--- src/rtl/mmul_arbiter_if.sv ---
// Bundle of signals between two matrix-multiply requesters, the arbiter and the
// shared multiplier. Operands and results are flattened row-major, WIDTH bits each.
interface mmul_arbiter_if #(
    parameter int M     = 3,
    parameter int N     = 3,
    parameter int K     = 3,
    parameter int L     = 3,
    parameter int WIDTH = 8
);
    localparam int A_W = M * N * WIDTH;
    localparam int B_W = K * L * WIDTH;
    localparam int C_W = M * L * WIDTH;

    logic           req0_valid;
    logic           req0_ready;
    logic [A_W-1:0] req0_a;
    logic [B_W-1:0] req0_b;
    logic           req1_valid;
    logic           req1_ready;
    logic [A_W-1:0] req1_a;
    logic [B_W-1:0] req1_b;

    logic           resp0_valid;
    logic           resp0_ready;
    logic [C_W-1:0] resp0_c;
    logic           resp0_invalid;
    logic           resp1_valid;
    logic           resp1_ready;
    logic [C_W-1:0] resp1_c;
    logic           resp1_invalid;

    logic           mm_enable;
    logic [A_W-1:0] mm_a;
    logic [B_W-1:0] mm_b;
    logic [C_W-1:0] mm_c;
    logic           mm_done;
    logic           mm_invalid;

    modport slave (
        input  req0_valid, req0_a, req0_b, req1_valid, req1_a, req1_b,
        output req0_ready, req1_ready,
        output resp0_valid, resp0_c, resp0_invalid,
        output resp1_valid, resp1_c, resp1_invalid,
        input  resp0_ready, resp1_ready,
        output mm_enable, mm_a, mm_b,
        input  mm_c, mm_done, mm_invalid
    );

    modport master (
        output req0_valid, req0_a, req0_b, req1_valid, req1_a, req1_b,
        input  req0_ready, req1_ready,
        input  resp0_valid, resp0_c, resp0_invalid,
        input  resp1_valid, resp1_c, resp1_invalid,
        output resp0_ready, resp1_ready,
        input  mm_enable, mm_a, mm_b,
        output mm_c, mm_done, mm_invalid
    );
endinterface

--- src/rtl/mmul_arbiter.sv ---
// Round-robin arbiter granting two requesters one at a time onto a shared matrix
// multiplier, with a run timeout and a drain phase waiting for mm_done to fall.
module mmul_arbiter #(
    parameter int M       = 3,
    parameter int N       = 3,
    parameter int K       = 3,
    parameter int L       = 3,
    parameter int WIDTH   = 8,
    parameter int TIMEOUT = 1024
) (
    input logic           clk,
    input logic           reset,
    mmul_arbiter_if.slave bus
);
    localparam int A_W   = M * N * WIDTH;
    localparam int B_W   = K * L * WIDTH;
    localparam int C_W   = M * L * WIDTH;
    localparam int CNT_W = (TIMEOUT > 1) ? $clog2(TIMEOUT) : 1;

    typedef enum logic [1:0] {IDLE, RUN, RESP, DRAIN} state_t;

    state_t           state;
    state_t           state_nx;
    logic [A_W-1:0]   a_q;
    logic [B_W-1:0]   b_q;
    logic [C_W-1:0]   c_q;
    logic             inv_q;
    logic             owner_q;
    logic             last_q;
    logic [CNT_W-1:0] cnt_q;

    logic sel;
    logic sel_vld;
    logic accept;
    logic timeout_hit;

    // last_q holds the most recently served requester; ties go to the other one
    always_comb begin
        sel_vld = bus.req0_valid | bus.req1_valid;
        if (bus.req0_valid && bus.req1_valid) begin
            sel = ~last_q;
        end else begin
            sel = bus.req1_valid;
        end
    end

    assign timeout_hit = (cnt_q == CNT_W'(TIMEOUT - 1));

    always_ff @(posedge clk) begin
        if (reset) begin
            state <= IDLE;
        end else begin
            state <= state_nx;
        end
    end

    always_comb begin
        state_nx        = state;
        accept          = 1'b0;
        bus.req0_ready  = 1'b0;
        bus.req1_ready  = 1'b0;
        bus.resp0_valid = 1'b0;
        bus.resp1_valid = 1'b0;
        bus.mm_enable   = 1'b0;
        case (state)
            IDLE: begin
                bus.req0_ready = sel_vld & ~sel;
                bus.req1_ready = sel_vld & sel;
                if (sel_vld) begin
                    accept   = 1'b1;
                    state_nx = RUN;
                end
            end
            RUN: begin
                bus.mm_enable = 1'b1;
                if (bus.mm_done || timeout_hit) begin
                    state_nx = RESP;
                end
            end
            RESP: begin
                bus.resp0_valid = ~owner_q;
                bus.resp1_valid = owner_q;
                if (owner_q ? bus.resp1_ready : bus.resp0_ready) begin
                    state_nx = DRAIN;
                end
            end
            DRAIN: begin
                if (!bus.mm_done) begin
                    state_nx = IDLE;
                end
            end
            default: state_nx = IDLE;
        endcase
    end

    always_ff @(posedge clk) begin
        if (reset) begin
            a_q     <= '0;
            b_q     <= '0;
            c_q     <= '0;
            inv_q   <= 1'b0;
            owner_q <= 1'b0;
            last_q  <= 1'b1;
            cnt_q   <= '0;
        end else begin
            if (accept) begin
                a_q     <= sel ? bus.req1_a : bus.req0_a;
                b_q     <= sel ? bus.req1_b : bus.req0_b;
                owner_q <= sel;
                last_q  <= sel;
                cnt_q   <= '0;
            end
            // mm_done wins over a timeout landing on the same cycle
            if (state == RUN) begin
                if (bus.mm_done) begin
                    c_q   <= bus.mm_c;
                    inv_q <= bus.mm_invalid;
                end else if (timeout_hit) begin
                    c_q   <= '0;
                    inv_q <= 1'b1;
                end else begin
                    cnt_q <= cnt_q + 1'b1;
                end
            end
        end
    end

    assign bus.mm_a          = a_q;
    assign bus.mm_b          = b_q;
    assign bus.resp0_c       = c_q;
    assign bus.resp1_c       = c_q;
    assign bus.resp0_invalid = inv_q;
    assign bus.resp1_invalid = inv_q;
endmodule
--- src/flat_wrapper.sv ---
// flat-port wrapper written by rule: the top's interface ports become plain ports
module mmul_arbiter_flat 
#(
    parameter int M       = 3,
    parameter int N       = 3,
    parameter int K       = 3,
    parameter int L       = 3,
    parameter int WIDTH   = 8,
    parameter int TIMEOUT = 1024
)
  (clk, reset, bus_req0_valid, bus_req0_a, bus_req0_b, bus_req1_valid, bus_req1_a, bus_req1_b, bus_req0_ready, bus_req1_ready, bus_resp0_valid, bus_resp0_c, bus_resp0_invalid, bus_resp1_valid, bus_resp1_c, bus_resp1_invalid, bus_resp0_ready, bus_resp1_ready, bus_mm_enable, bus_mm_a, bus_mm_b, bus_mm_c, bus_mm_done, bus_mm_invalid);
  mmul_arbiter_if #(.M(M), .N(N), .K(K), .L(L), .WIDTH(WIDTH)) bus_i ();
  input logic clk;
  input logic reset;
  input wire logic [$bits(bus_i.req0_valid)-1:0] bus_req0_valid;
  input wire logic [$bits(bus_i.req0_a)-1:0] bus_req0_a;
  input wire logic [$bits(bus_i.req0_b)-1:0] bus_req0_b;
  input wire logic [$bits(bus_i.req1_valid)-1:0] bus_req1_valid;
  input wire logic [$bits(bus_i.req1_a)-1:0] bus_req1_a;
  input wire logic [$bits(bus_i.req1_b)-1:0] bus_req1_b;
  output wire logic [$bits(bus_i.req0_ready)-1:0] bus_req0_ready;
  output wire logic [$bits(bus_i.req1_ready)-1:0] bus_req1_ready;
  output wire logic [$bits(bus_i.resp0_valid)-1:0] bus_resp0_valid;
  output wire logic [$bits(bus_i.resp0_c)-1:0] bus_resp0_c;
  output wire logic [$bits(bus_i.resp0_invalid)-1:0] bus_resp0_invalid;
  output wire logic [$bits(bus_i.resp1_valid)-1:0] bus_resp1_valid;
  output wire logic [$bits(bus_i.resp1_c)-1:0] bus_resp1_c;
  output wire logic [$bits(bus_i.resp1_invalid)-1:0] bus_resp1_invalid;
  input wire logic [$bits(bus_i.resp0_ready)-1:0] bus_resp0_ready;
  input wire logic [$bits(bus_i.resp1_ready)-1:0] bus_resp1_ready;
  output wire logic [$bits(bus_i.mm_enable)-1:0] bus_mm_enable;
  output wire logic [$bits(bus_i.mm_a)-1:0] bus_mm_a;
  output wire logic [$bits(bus_i.mm_b)-1:0] bus_mm_b;
  input wire logic [$bits(bus_i.mm_c)-1:0] bus_mm_c;
  input wire logic [$bits(bus_i.mm_done)-1:0] bus_mm_done;
  input wire logic [$bits(bus_i.mm_invalid)-1:0] bus_mm_invalid;
  assign bus_i.req0_valid = bus_req0_valid;
  assign bus_i.req0_a = bus_req0_a;
  assign bus_i.req0_b = bus_req0_b;
  assign bus_i.req1_valid = bus_req1_valid;
  assign bus_i.req1_a = bus_req1_a;
  assign bus_i.req1_b = bus_req1_b;
  assign bus_req0_ready = bus_i.req0_ready;
  assign bus_req1_ready = bus_i.req1_ready;
  assign bus_resp0_valid = bus_i.resp0_valid;
  assign bus_resp0_c = bus_i.resp0_c;
  assign bus_resp0_invalid = bus_i.resp0_invalid;
  assign bus_resp1_valid = bus_i.resp1_valid;
  assign bus_resp1_c = bus_i.resp1_c;
  assign bus_resp1_invalid = bus_i.resp1_invalid;
  assign bus_i.resp0_ready = bus_resp0_ready;
  assign bus_i.resp1_ready = bus_resp1_ready;
  assign bus_mm_enable = bus_i.mm_enable;
  assign bus_mm_a = bus_i.mm_a;
  assign bus_mm_b = bus_i.mm_b;
  assign bus_i.mm_c = bus_mm_c;
  assign bus_i.mm_done = bus_mm_done;
  assign bus_i.mm_invalid = bus_mm_invalid;
  mmul_arbiter #(.M(M), .N(N), .K(K), .L(L), .WIDTH(WIDTH), .TIMEOUT(TIMEOUT)) u_core (.clk(clk), .reset(reset), .bus(bus_i));
endmodule
--- config.mk ---
export PLATFORM = sky130hd
export DESIGN_NAME = mmul_arbiter_flat
export DESIGN_NICKNAME = d
export VERILOG_FILES = /design/src/rtl/mmul_arbiter_if.sv /design/src/rtl/mmul_arbiter.sv /design/src/flat_wrapper.sv
export SDC_FILE = /design/constraint.sdc
export NUM_CORES = 1
export LEC_CHECK = 0
export BUFFER_PORTS_ARGS = -buffer_cell sky130_fd_sc_hd__buf_2
export CORE_AREA = 2 2 261 263
export CTS_BUF_LIST = sky130_fd_sc_hd__clkbuf_16
export CTS_CLUSTER_DIAMETER = 30
export DETAILED_ROUTE_END_ITERATION = 8
export DIE_AREA = 0 0 263 265
export HOLD_SLACK_MARGIN = 0.05
export PLACE_DENSITY_LB_ADDON = 0.12
export SLEW_MARGIN = 0
export SYNTH_ARGS = -nofsm -noshare
export SYNTH_HDL_FRONTEND = slang
export SYNTH_SLANG_ARGS = --single-unit
--- constraint.sdc ---
create_clock -name clk -period 2.8 [get_ports clk]
set_clock_uncertainty 0.05 [all_clocks]
set_input_delay 0 -clock clk [delete_from_list [all_inputs] [get_ports clk]]
set_output_delay 0 -clock clk [all_outputs]
set_load 0.1 [all_outputs]
### Word-level counts from Yosys, hierarchy flattened

Index checks and enable logic that the tools add are counted.

| cells by class | value |
|---|---|
| muxes and demuxes | 24 |
| equal/unequal tests | 8 |
| $add $sub $neg | 1 |
| bitwise gates (word level) | 6 |
| reductions and logical operators | 6 |

Operators with widths:

| operator | count |
|---|---|
| 72-bit two-way mux | 4 |
| 10-bit two-way mux | 4 |
| 1-bit two-way mux | 11 |
| 10-bit by 1-bit adder with 10-bit output (second input constant) | 1 |
| 10-bit == test (second input constant) | 1 |
| 2-bit two-way mux | 4 |
| 2-bit case mux with 4 select lines | 1 |
| 2-bit by 1-bit inequality test with 1-bit output (second input constant) | 3 |
| 2-bit == test (second input constant) | 2 |
| 4-bit AND reduction | 1 |
| 1-bit NOT | 3 |
| 1-bit AND | 2 |
| 2-bit by 1-bit == test with 1-bit output (second input constant) | 1 |
| 2-bit logical NOT | 1 |
| 2-bit inequality test (second input constant) | 1 |
| 2-bit AND reduction | 1 |
| 2-bit nonzero test | 1 |
| 1-bit logical AND | 1 |
| 1-bit logical OR | 1 |
| 1-bit OR | 1 |

| word-level totals | value |
|---|---|
| register bits after elaboration | 231 |
| input port bits | 368 |
| output and inout port bits | 295 |
| word-level logic and storage cells | 53 |

### Longest topological paths before layout

Gate-level depths: netlist of the first run.

| logic depth | value |
|---|---|
| depth in word-level cells | 7 |
| gate-level depth with buffers | 8 |
| mapped depth without buffers | 6 |

### Worst setup path before layout of the first run

Ideal clock, no wire load.

| path | value |
|---|---|
| kind | register to register |
| from | reg u_core.state[1] |
| to | reg u_core.cnt_q[7] |
| arrival time | 2.324 ns |
| path buffers | 0 |
| path slack | 0.351 ns |
| period minus slack after synthesis | 2.449 ns |
| stages on the path, launching flop included | 7 |
| required time | 2.676 ns |
| library setup time | 0.074 ns |
| cells stage by stage | dfxtp_1 inv_1 ha_1 nand2b_1 a31o_2 or3_1 a31oi_1 |

| on the way | value |
|---|---|
| cells in the longest elaborated chain, start to end | 6 |
| elaborated cells on any way between the ends | 7 |
| classes of those cells | eq/ne (1); mux (5); reduce/logical (1) |

Ends and longest elaborated chain:

| what | line | source |
|---|---|---|
| from (decl) | mmul_arbiter.sv:22 | `state_t state;` |
| from (signal assigned) | mmul_arbiter.sv:53 | `state <= state_nx;` |
| 2-bit logical NOT | mmul_arbiter.sv:65 | `case (state)` |
| 1-bit two-way mux | mmul_arbiter.sv:65 |  |
| 10-bit two-way mux | mmul_arbiter.sv:106 | `if (accept) begin` |
| 10-bit two-way mux | mmul_arbiter.sv:118 | `end else if (timeout_hit) begin` |
| 10-bit two-way mux | mmul_arbiter.sv:115 | `if (bus.mm_done) begin` |
| 10-bit two-way mux (*) | mmul_arbiter.sv:114 | `if (state == RUN) begin` |
| to (signal assigned) | mmul_arbiter.sv:122 | `cnt_q <= cnt_q + 1'b1;` |
| to (decl) | mmul_arbiter.sv:30 | `logic [CNT_W-1:0] cnt_q;` |

Mark *: on every way between the ends. The rest lies on a longest branch, timed or not.
A chain may end at the register's enable or synchronous reset.

### Worst setup path in the final report of the first run

| path | value |
|---|---|
| from | reg u_core.state[0] |
| to | reg u_core.state[1] |

| on the way | value |
|---|---|
| cells in the longest elaborated chain, start to end | 3 |
| elaborated cells on any way between the ends | 10 |
| classes of those cells | eq/ne (7); mux (1); reduce/logical (2) |

Ends and longest elaborated chain:

| what | line |
|---|---|
| 2-bit by 1-bit == test with 1-bit output, or another cell as far along | mmul_arbiter.sv:65 |
| 2-bit by 1-bit inequality test with 1-bit output (no source line) or 2-bit inequality test (tied branches) | -- |
| 4-bit AND reduction (no source line) | -- |

Parallel ways exist; a longest one is shown, timed or not.

==> metrics.yaml, run 1 <==
drive_gt1_share_pct: 42.0
run_status: "complete, no violations"
wl_per_cell_um: 16.6
final-hold-violation-count: 0
cp-end-kind: "flop"
viasPerCell: 4.03
gp_congestion: 0.806
r2r-end: "u_core.state[1]$_SDFFE_PP0P_"
use_met1_pct: 13.7
finalSetupViolCount: 0
syn_area_per_cell_um2: 10.4
hold_depth: 3
yosysWarnings: 0
total_power_mw: 23.5
nNetsFinal: 2199
seq_area_frac_synth_pct: 53.0
grtUsageMet3_pct: 3.33
synth_cell_types: 36
critPathLaunchType: "flop"
hold_path_end: "u_core.bus.resp0_c[5]$_SDFFE_PP0P_"
totalWireLength_mm: 45.8
cp_max_fo: 5
design_area_mm2: 0.0188
hold_start: "bus_mm_c[5]"
die-area_mm2: 0.0697
required_ns: 3.29
nFillCells: 7153
r2r_setup_slack_ns: 0.12
netlist.area_leader.share_pct: 53.0
io_pins: 663
drv_slew: 0
tightest_slew_ns: 1.12
port_buffers: 662
mostFrequentLayoutCells: "buf_2, dlygate4sd3_1, dfxtp_1"
insertion_delay_ns: 0.60
max-cap-violations: 0
syn_nets: 1212
synth_cells: 839
grt_pass1_vias: 11800
worstReg2RegStart: "u_core.state[0]$_SDFFE_PP0P_"
leakagePower_nw: 8.73
clock-sinks: 231
whs_ns: 0.105
synth_area_mm2: 0.00872
antenna_found_initial: 4
hpwl_mm: 30.8
htreeDepth: 3
setup-tns-final_ns: 0
worst_ir_drop_vdd_v: 0.000772
busiest_layer: "met2"
multi_input_area_mm2: 0.00323
ant_nets: 0
syn2layout_area_growth_pct: 116
grt_first_pass_wirelength_mm: 67.8
cp.arrival_ns: 3.16
grt_max_degree: 117
rr_worst_depth: 8
period_needed_ns: 2.68
ys_top_cells_by_area: "dfxtp_1, a222oi_1, a22o_1"
synth-seq-cells: 231
powerDensity_mw_per_mm2: 1250
first_iter_violations: 1002
crit_type: "flop to flop"
slew_headroom_pct: 25.4
post-place-ws_ns: 0.640
first_pass_iters: 9
tritoncts: "built"
grt-ovfl-total: 0
track_usage_pct: 12.4
clock_path_buffers: 3
fin_crit_sh_pct: 95.6
synth_top_area_cell: "dfxtp_1"
route.vias.total: 11100
drc_errors: 0
cts_setup_buffers: 0
startpoint: "u_core.state[0]$_SDFFE_PP0P_"
mostFrequentLayoutCell: "buf_2"
grt_util_met2_pct: 21.6
die_height_um: 265
post_dp_cell_area_mm2: 0.0125
root_buffer: "clkbuf_16"
core_mm2: 0.0668
num_rows: 95
die_x_um: 263
seqCellArea_mm2: 0.00462
cts_buffers: 81
clk_pin_slew_worst_paths_ns: 0.04
hp-class: "primary input to flop"
setup_ws_ns: 0.123
start_util_pct: 13.1
timing.fmax_ghz: 0.374
metrics by stage:
step	utilization, %	std cells
after floorplan	-	839
after global placement	18.7	2237
after detailed placement	18.7	2237
after CTS	28.1	2757
after global routing	28.2	2761
final	28.2	2761
cell usage after synthesis:
cell type  count
dfxtp_1      231
nor2_1       147
a222oi_1     144
buf_4         80
a22o_1        72
clkbuf_1      55
nand3_1       14
buf_2         12
a21oi_1        9
nand2_1        9
buf_1          7
a31oi_1        5
ha_1           5
inv_1          4
nor3_1         4
o21ai_0        4
and2_1         3
and3_1         3
nand3b_1       3
nand4_1        3
or3_1          3
a31o_2         2
and4_1         2
nor2b_1        2
nor4_1         2
o211ai_1       2
o31ai_1        2
or3b_2         2
a211o_1        1
a21boi_0       1
a21oi_2        1
a21oi_4        1
and4_4         1
nand2b_1       1
nor3b_1        1
xor2_1         1
worst max path at each step:
stage	endpoint	slack, ns	cells after the start
floorplan	u_core.cnt_q[7]$_SDFF_PP0_	0.35	6
global placement	u_core.bus.resp0_c[17]$_SDFFE_PP0P_	0.67	6
detailed placement	u_core.bus.resp0_c[18]$_SDFFE_PP0P_	0.64	6
CTS	u_core.state[1]$_SDFFE_PP0P_	0.07	8
global route	u_core.state[1]$_SDFFE_PP0P_	-0.000009	8
finish	u_core.state[1]$_SDFFE_PP0P_	0.12	8
final cells by class:
class	instances	share of cell area (%)
timing repair buffer	1058	39.1
sequential	231	24.6
multi-input combinational	450	17.2
clock buffer	82	10.9
tap	873	5.81
clock inverter	59	2.31
inverter	4	0.0798
antenna	4	0.0532
registers in the layout, indices dropped and copies added (netlist names):
signal	cells
u_core.bus.mm_a	72
u_core.bus.mm_b	72
u_core.bus.resp0_c	72
u_core.cnt_q	10
u_core.state	2
u_core.bus.resp0_invalid	1
u_core.last_q	1
u_core.owner_q	1
routing by layer:
layer / vias to the layer above / part of all wire, % / routed length (µm)
met1: 5309 / 39 / 17900
met5: - / 0 / 0
met4: 0 / 3.5 / 1620
li1: 5233 / - / -
met3: 106 / 7.0 / 3200
met2: 470 / 51 / 23100
cell families (layout without fill, tap and decap cells):
kind of cell	Yosys count	after routing	synth area share, %
flip-flops	231	231	53.0
AND/OR/NAND/NOR	200	200	9.84
adder cells (fa/ha/maj)	5	5	0.717
buffers and inverters	158	1203	10.4
other	0	4	0
AO/OA/AOI/OAI	244	244	25.9
XOR/XNOR	1	1	0.100
repair_timing:
action | CTS | global route
hold buffers | 379 | 0
setup endpoints to repair | 0 | 2
hold endpoints to repair | 229 | 0
gates resized for setup | 0 | 2
worst max-delay path, stage by stage (launching register included):
cell,delay (ns)
dfxtp_1,0.33
inv_1,0.09
ha_2,0.24
or3b_2,0.48
nand4_1,0.10
dlygate4sd3_1,0.57
o21ai_0,0.08
a21oi_1,0.13
dlygate4sd3_1,0.55
power breakdown:
| part | internal, mW | switching, mW | total (mW) |
|---|---|---|---|
| clock | 5.57 | 2.49 | 8.06 |
| combinational | 3.00 | 8.03 | 11.0 |
| sequential | 3.97 | 0.438 | 4.41 |
(Power assumes the default switching activity.)
==> inputs of run 2 (changes only) <==
Settings changed: CORE_AREA 2 2 261 263 to 5 5 256 258, DIE_AREA 0 0 263 265 to 0 0 261 263, MAX_ROUTING_LAYER from default to met4.
==> run 2 against run 1 <==
Register-to-register slack about the same; highest routed layer unchanged; hold slack got worse by 0.011 ns; die area decreased by 1.5%; first-iteration DRC count increased by 0.60%; combinational power about the same; wire length increased by 1.7%; sequential share of layout area about the same; utilization increased by 1.9 points.
==> metrics.yaml, run 2 (synthesis gave the netlist of run 1 again) <==
port_buffers: 662  # unchanged
viasPerCell: 4.08  # +1.3%
cpPeakStageDelay_ns: 0.57  # about the same
required_ns: 3.28  # about the same
cts_buffers: 81  # unchanged
rsz0062_at_grt: "false"
core_mm2: 0.0627  # -6.1%
cp.arrival_ns: 3.16  # about the same
powerDensity_mw_per_mm2: 1240  # -0.80%
grt-ovfl-total: 0  # unchanged
worst-path-buf-inv: 3  # unchanged
critical_path.top_delay_family: "buffers and inverters"
fin_crit_sh_pct: 95.5  # -0.11 points
hp-class: "primary input to flop"
wl_per_cell_um: 17.0  # +2.4%
cp_max_fo: 5  # unchanged
clk_pin_slew_worst_paths_ns: 0.04  # about the same
crit_type: "flop to flop"
setup_ws_ns: 0.126  # +0.00312 ns
setup-tns-final_ns: 0  # unchanged
io_pins: 663  # unchanged
crit_chain: "inv_2 -> ha_4 -> or3b_2 -> nand4_1 -> dlygate4sd3_1 -> o21ai_0 -> a21oi_1 -> dlygate4sd3_1"
cp-end-kind: "flop"
mostFrequentLayoutCell: "buf_2"
nNetsFinal: 2205  # +0.27%
final-hold-violation-count: 0  # unchanged
first_pass_iters: 9  # unchanged
antenna_found_initial: 3  # -1
run_status: "complete, no violations"
drv_slew: 0  # unchanged
finalSetupViolCount: 0  # unchanged
post-route-util_pct: 30.0  # +1.9 points
max-cap-violations: 0  # unchanged
grt_first_pass_wirelength_mm: 69.3  # +2.2%
leakagePower_nw: 8.76  # +0.32%
htreeDepth: 3  # unchanged
gp_congestion: 0.761  # -5.6%
timing.fmax_ghz: 0.374  # +0.12%
totalWireLength_mm: 46.6  # +1.7%
route.vias.total: 11200  # +0.68%
die-area_mm2: 0.0686  # -1.5%
hpwl_mm: 32.6  # +6.0%
crit_top_cell: "dlygate4sd3_1"
root_buffer: "clkbuf_16"
insertion_delay_ns: 0.61  # about the same
drive_gt1_share_pct: 42.5  # +0.55 points
first_iter_violations: 1008  # +0.60%
die_x_um: 261  # -0.76%
num_rows: 92  # -3.2%
clock_path_buffers: 3  # unchanged
period_needed_ns: 2.67  # -0.00312 ns
grt_max_degree: 80  # -32%
syn2layout_area_growth_pct: 116
nFillCells: 6684  # -6.6%
cts_setup_buffers: 0  # unchanged
post-place-ws_ns: 0.739  # +0.0988 ns
ant_nets: 0  # unchanged
die_height_um: 263  # -0.75%
worst_ir_drop_vdd_v: 0.000726  # -5.9%
mostFrequentLayoutCells: "buf_2, dlygate4sd3_1, dfxtp_1"
grt_pass1_vias: 12100  # +2.5%
tightest_slew_ns: 0.738  # -0.378 ns
track_usage_pct: 13.1  # +0.68 points
slew_headroom_pct: 50.8  # +25 points
drc_errors: 0  # unchanged
tritoncts: "built"
clock-sinks: 231  # unchanged
start_util_pct: 13.9  # +0.85 points
critPathLaunchType: "flop"
cp_slowest_cell: "dlygate4sd3_1"
-- run 2: cell types whose count changed in the layout (fill, tap and decap cells not counted), sizes merged --
cell,before,now
clkbuf,82,81
bufinv,4,1
diode,4,3
clkinv,36,47
dlygate4sd3,379,380
buf,679,684
inv,23,21
-- run 2: repair_timing --
| action | CTS | global route |
|---|---|---|
| resized for setup | 0 | 6 |
| endpoints found under the hold margin | 228 | 0 |
| hold buffers | 380 | 0 |
| endpoints found under the setup margin | 0 | 2 |
-- run 2: layer usage --
layer | GRT usage, % | vias to the layer above | share of wire, %
li1 | - | 5240 | -
met1 | 14.2 | 5389 | 38
met2 | 22.9 | 492 | 52
met3 | 3.84 | 73 | 7.6
met4 | 4.40 | 0 | 2.4
met5 | - | - | 0
-- run 2: path summary, 6_finish.rpt --
path / slack, ns / start / depth (start not counted) / to
setup / recovery: 0.13 / u_core.state[0]$_SDFFE_PP0P_ / 8 / u_core.state[1]$_SDFFE_PP0P_
hold / removal: 0.09 / bus_mm_c[22] / 3 / u_core.bus.resp0_c[22]$_SDFFE_PP0P_
setup reg to reg: 0.13 / u_core.state[0]$_SDFFE_PP0P_ / 8 / u_core.state[1]$_SDFFE_PP0P_
hold reg to reg: 0.45 / u_core.bus.resp0_c[69]$_SDFFE_PP0P_ / 1 / u_core.bus.resp0_c[69]$_SDFFE_PP0P_
-- run 2: power by group --
group | switching (mW) | internal, mW
Combinational | 8.03 | 3.04
Clock | 2.54 | 5.30
Sequential | 0.468 | 3.97
-- run 2: final cells by class --
| type | instances | area (µm²) | area share, % |
|---|---|---|---|
| timing repair buffer | 1064 | 7410 | 39.4 |
| sequential | 231 | 4620 | 24.5 |
| multi-input combinational | 450 | 3250 | 17.2 |
| clock buffer | 81 | 2030 | 10.8 |
| tap | 846 | 1060 | 5.62 |
| clock inverter | 65 | 444 | 2.36 |
| inverter | 4 | 15.0 | 0.0797 |
| antenna | 3 | 7.51 | 0.0398 |
-- run 2: worst reg2reg max path: stages (launching register included) --
cell and delay (ns):
dfxtp_1 0.34, inv_2 0.12, ha_4 0.18, or3b_2 0.46, nand4_1 0.10, dlygate4sd3_1 0.57
o21ai_0 0.08, a21oi_1 0.15, dlygate4sd3_1 0.57
-- run 2: per-stage QoR --
| step | instances | cell area [µm²] | power, mW | hold WS (ns) |
|---|---|---|---|---|
| 3_3_place_gp | 2215 | 12500 | 14.0 | 0.161 |
| 6_report | 2744 | 18800 | 23.3 | 0.0935 |
| 5_1_grt | 2744 | 18800 | 24.4 | 0.0570 |
| 4_1_cts | 2741 | 18800 | 23.6 | 0.0514 |
| 3_5_place_dp | 2215 | 12500 | 14.0 | 0.161 |
| 2_1_floorplan | 839 | 8720 | 12.2 | 0.0755 |
==> inputs of run 3 (changes only) <==
Settings changed: CELL_PAD_IN_SITES_DETAIL_PLACEMENT from default to 1, CELL_PAD_IN_SITES_GLOBAL_PLACEMENT from default to 1, CORE_AREA 5 5 256 258 to 5 5 257 259, DIE_AREA 0 0 261 263 to 0 0 262 264, SLEW_MARGIN 0 to 20.
==> run 3 against run 2 <==
Wire length increased by 13%; combinational power barely moved; design area is 1.2% higher; final cell count increased by 0.73%; sequential share of layout area shrank 0.28 points; via count up 2.6%; utilization decreased by 0.089 points; sequential power about the same; power is 3.7% higher.
==> metrics.yaml, run 3 (synthesis gave the netlist of run 1 again) <==
busiest_layer: "met2"
design_area_mm2: 0.0191  # +1.2%
timing.fmax_ghz: 0.382  # +2.1%
clock_path_buffers: 3  # unchanged
grt_first_pass_wirelength_mm: 77.6  # +12%
cp.arrival_ns: 3.10  # -0.06 ns
setup-tns-final_ns: 0  # unchanged
required_ns: 3.28  # about the same
r2r_setup_slack_ns: 0.18  # +0.06 ns
tightest_slew_ns: 0.749  # +0.0116 ns
crit_type: "flop to flop"
grt-ovfl-total: 0  # unchanged
hold_start: "bus_mm_c[45]"
first_pass_iters: 9  # unchanged
route.vias.total: 11500  # +2.6%
critPathLaunchType: "flop"
nNetsFinal: 2209  # +0.18%
cp_max_fo: 7  # +2
clock-sinks: 231  # unchanged
fin_crit_sh_pct: 93.5  # -2.0 points
track_usage_pct: 14.8  # +1.7 points
port_buffers: 662  # unchanged
tritoncts: "built"
antenna_found_initial: 7  # +4
totalWireLength_mm: 52.7  # +13%
grt_max_degree: 120  # +50%
drive_gt1_share_pct: 41.7  # -0.87 points
root_buffer: "clkbuf_16"
powerDensity_mw_per_mm2: 1270  # +2.6%
rr_worst_depth: 7  # -1
num_rows: 93  # +1.1%
finalSetupViolCount: 0  # unchanged
htreeDepth: 3  # unchanged
cp-end-kind: "flop"
hp-class: "primary input to flop"
viasPerCell: 4.16  # +1.9%
max-cap-violations: 0  # unchanged
drv_slew: 0  # unchanged
drc_errors: 0  # unchanged
hold_path_end: "u_core.bus.resp0_c[45]$_SDFFE_PP0P_"
rsz0062_at_grt: "false"
worst_ir_drop_vdd_v: 0.000616  # -15%
slew_headroom_pct: 49.8  # -1.0 points
total_power_mw: 24.2  # +3.7%
cp_slowest_cell: "a31oi_1"
r2r-end: "u_core.state[1]$_SDFFE_PP0P_"
first_iter_violations: 884  # -12%
ant_nets: 0  # unchanged
io_pins: 663  # unchanged
hold_depth: 3  # unchanged
mostFrequentLayoutCell: "buf_2"
grt_pass1_vias: 13100  # +7.8%
use_met1_pct: 15.3  # +1.1 points
start_util_pct: 13.7  # -0.20 points
die_height_um: 264  # +0.38%
gp_congestion: 0.751  # -1.3%
syn2layout_area_growth_pct: 119
worstReg2RegStart: "u_core.state[1]$_SDFFE_PP0P_"
whs_ns: 0.0953  # +0.00180 ns
mostFrequentLayoutCells: "buf_2, dlygate4sd3_1, dfxtp_1"
cts_setup_buffers: 0  # unchanged
leakagePower_nw: 8.86  # +1.2%
insertion_delay_ns: 0.59  # -0.02 ns
clk_pin_slew_worst_paths_ns: 0.04  # about the same
grtUsageMet3_pct: 4.50  # +0.66 points
post_dp_cell_area_mm2: 0.0125  # -0.37%
cts_buffers: 86  # +6.2%
die_x_um: 262  # +0.38%
hpwl_mm: 35.9  # +10%
final-hold-violation-count: 0  # unchanged
crit_chain: "inv_1 -> ha_1 -> nand2b_1 -> a31oi_1 -> o21ai_0 -> a21oi_1 -> dlygate4sd3_1"
grt_util_met2_pct: 25.8  # +2.9 points
cpPeakStageDelay_ns: 0.61  # +0.04 ns
core_mm2: 0.0636  # +1.5%
period_needed_ns: 2.62  # -0.0554 ns
wl_per_cell_um: 19.1  # +12%
run_status: "complete, no violations"
die-area_mm2: 0.0692  # +0.76%
-- run 3: changes by cell type in the layout (fill, tap and decap cells not counted), sizes merged --
cell         previous run  this run
diode                   3         8
clkinv                 47        40
inv                    21        25
bufinv                  1         5
buf                   684       678
clkbuf                 81        87
dlygate4sd3           380       385
-- run 3: metal layers --
layer	up-vias	share of wire, %
met5	-	0
met4	0	3.8
met3	110	7.7
met2	450	51
met1	5667	38
li1	5263	-
-- run 3: how the worst max path moves through the flow --
| stage | start | to | slack (ns) | cells past startpoint |
|---|---|---|---|---|
| after global routing | u_core.state[1]$_SDFFE_PP0P_ | u_core.state[1]$_SDFFE_PP0P_ | 0.04 | 7 |
| after floorplan | u_core.state[1]$_SDFFE_PP0P_ | u_core.cnt_q[7]$_SDFF_PP0_ | 0.35 | 6 |
| final | u_core.state[1]$_SDFFE_PP0P_ | u_core.state[1]$_SDFFE_PP0P_ | 0.18 | 7 |
| after CTS | u_core.state[1]$_SDFFE_PP0P_ | u_core.bus.mm_b[34]$_SDFFE_PP0P_ | 0.08 | 8 |
| after global placement | u_core.state[0]$_SDFFE_PP0P_ | u_core.bus.mm_b[35]$_SDFFE_PP0P_ | 0.73 | 7 |
| after detailed placement | u_core.state[1]$_SDFFE_PP0P_ | u_core.bus.mm_b[34]$_SDFFE_PP0P_ | 0.65 | 7 |
-- run 3: layout make-up --
type	instances	area, µm²
clock inverters	66	517
clock buffers	87	2180
fillers	7357	44600
well taps	855	1070
inverters	4	15.0
repair buffers	1063	7410
diodes	8	20.0
multi-input cells	450	3220
flip-flops and latches	231	4620
-- run 3: repair_timing --
action / 4_1_cts / 5_1_grt
hold buffers: 385 / 0
hold endpoints to repair: 230 / 0
setup endpoints to repair: 0 / 50
gates resized for setup: 0 / 1
-- run 3: power by group --
part	total [mW]	leakage (nW)	switching, mW	internal (mW)
combinational	11.2	5.59	8.17	3.02
sequential	4.42	1.89	0.455	3.97
clock	8.61	1.38	2.62	5.98
total	24.2	8.86	11.2	13.0
-- run 3: per-stage QoR --
| step | std cells | utilization (%) | setup WS, ns |
|---|---|---|---|
| after floorplan | 839 | - | 0.351 |
| after detailed placement | 2218 | 19.6 | 0.649 |
| final | 2764 | 29.9 | 0.182 |
| after CTS | 2756 | 29.9 | 0.0839 |
| after global placement | 2218 | 19.6 | 0.728 |
| after global routing | 2763 | 29.9 | 0.0390 |
-- run 3: critical path, delay by kind of cell (launching register included) --
family	cells	cell delay [ns]
AOI/OAI and AO/OA	3	0.98
buffers and inverters	2	0.66
adders and majority gates	1	0.34
DFF	1	0.33
and+or+nand+nor	1	0.20
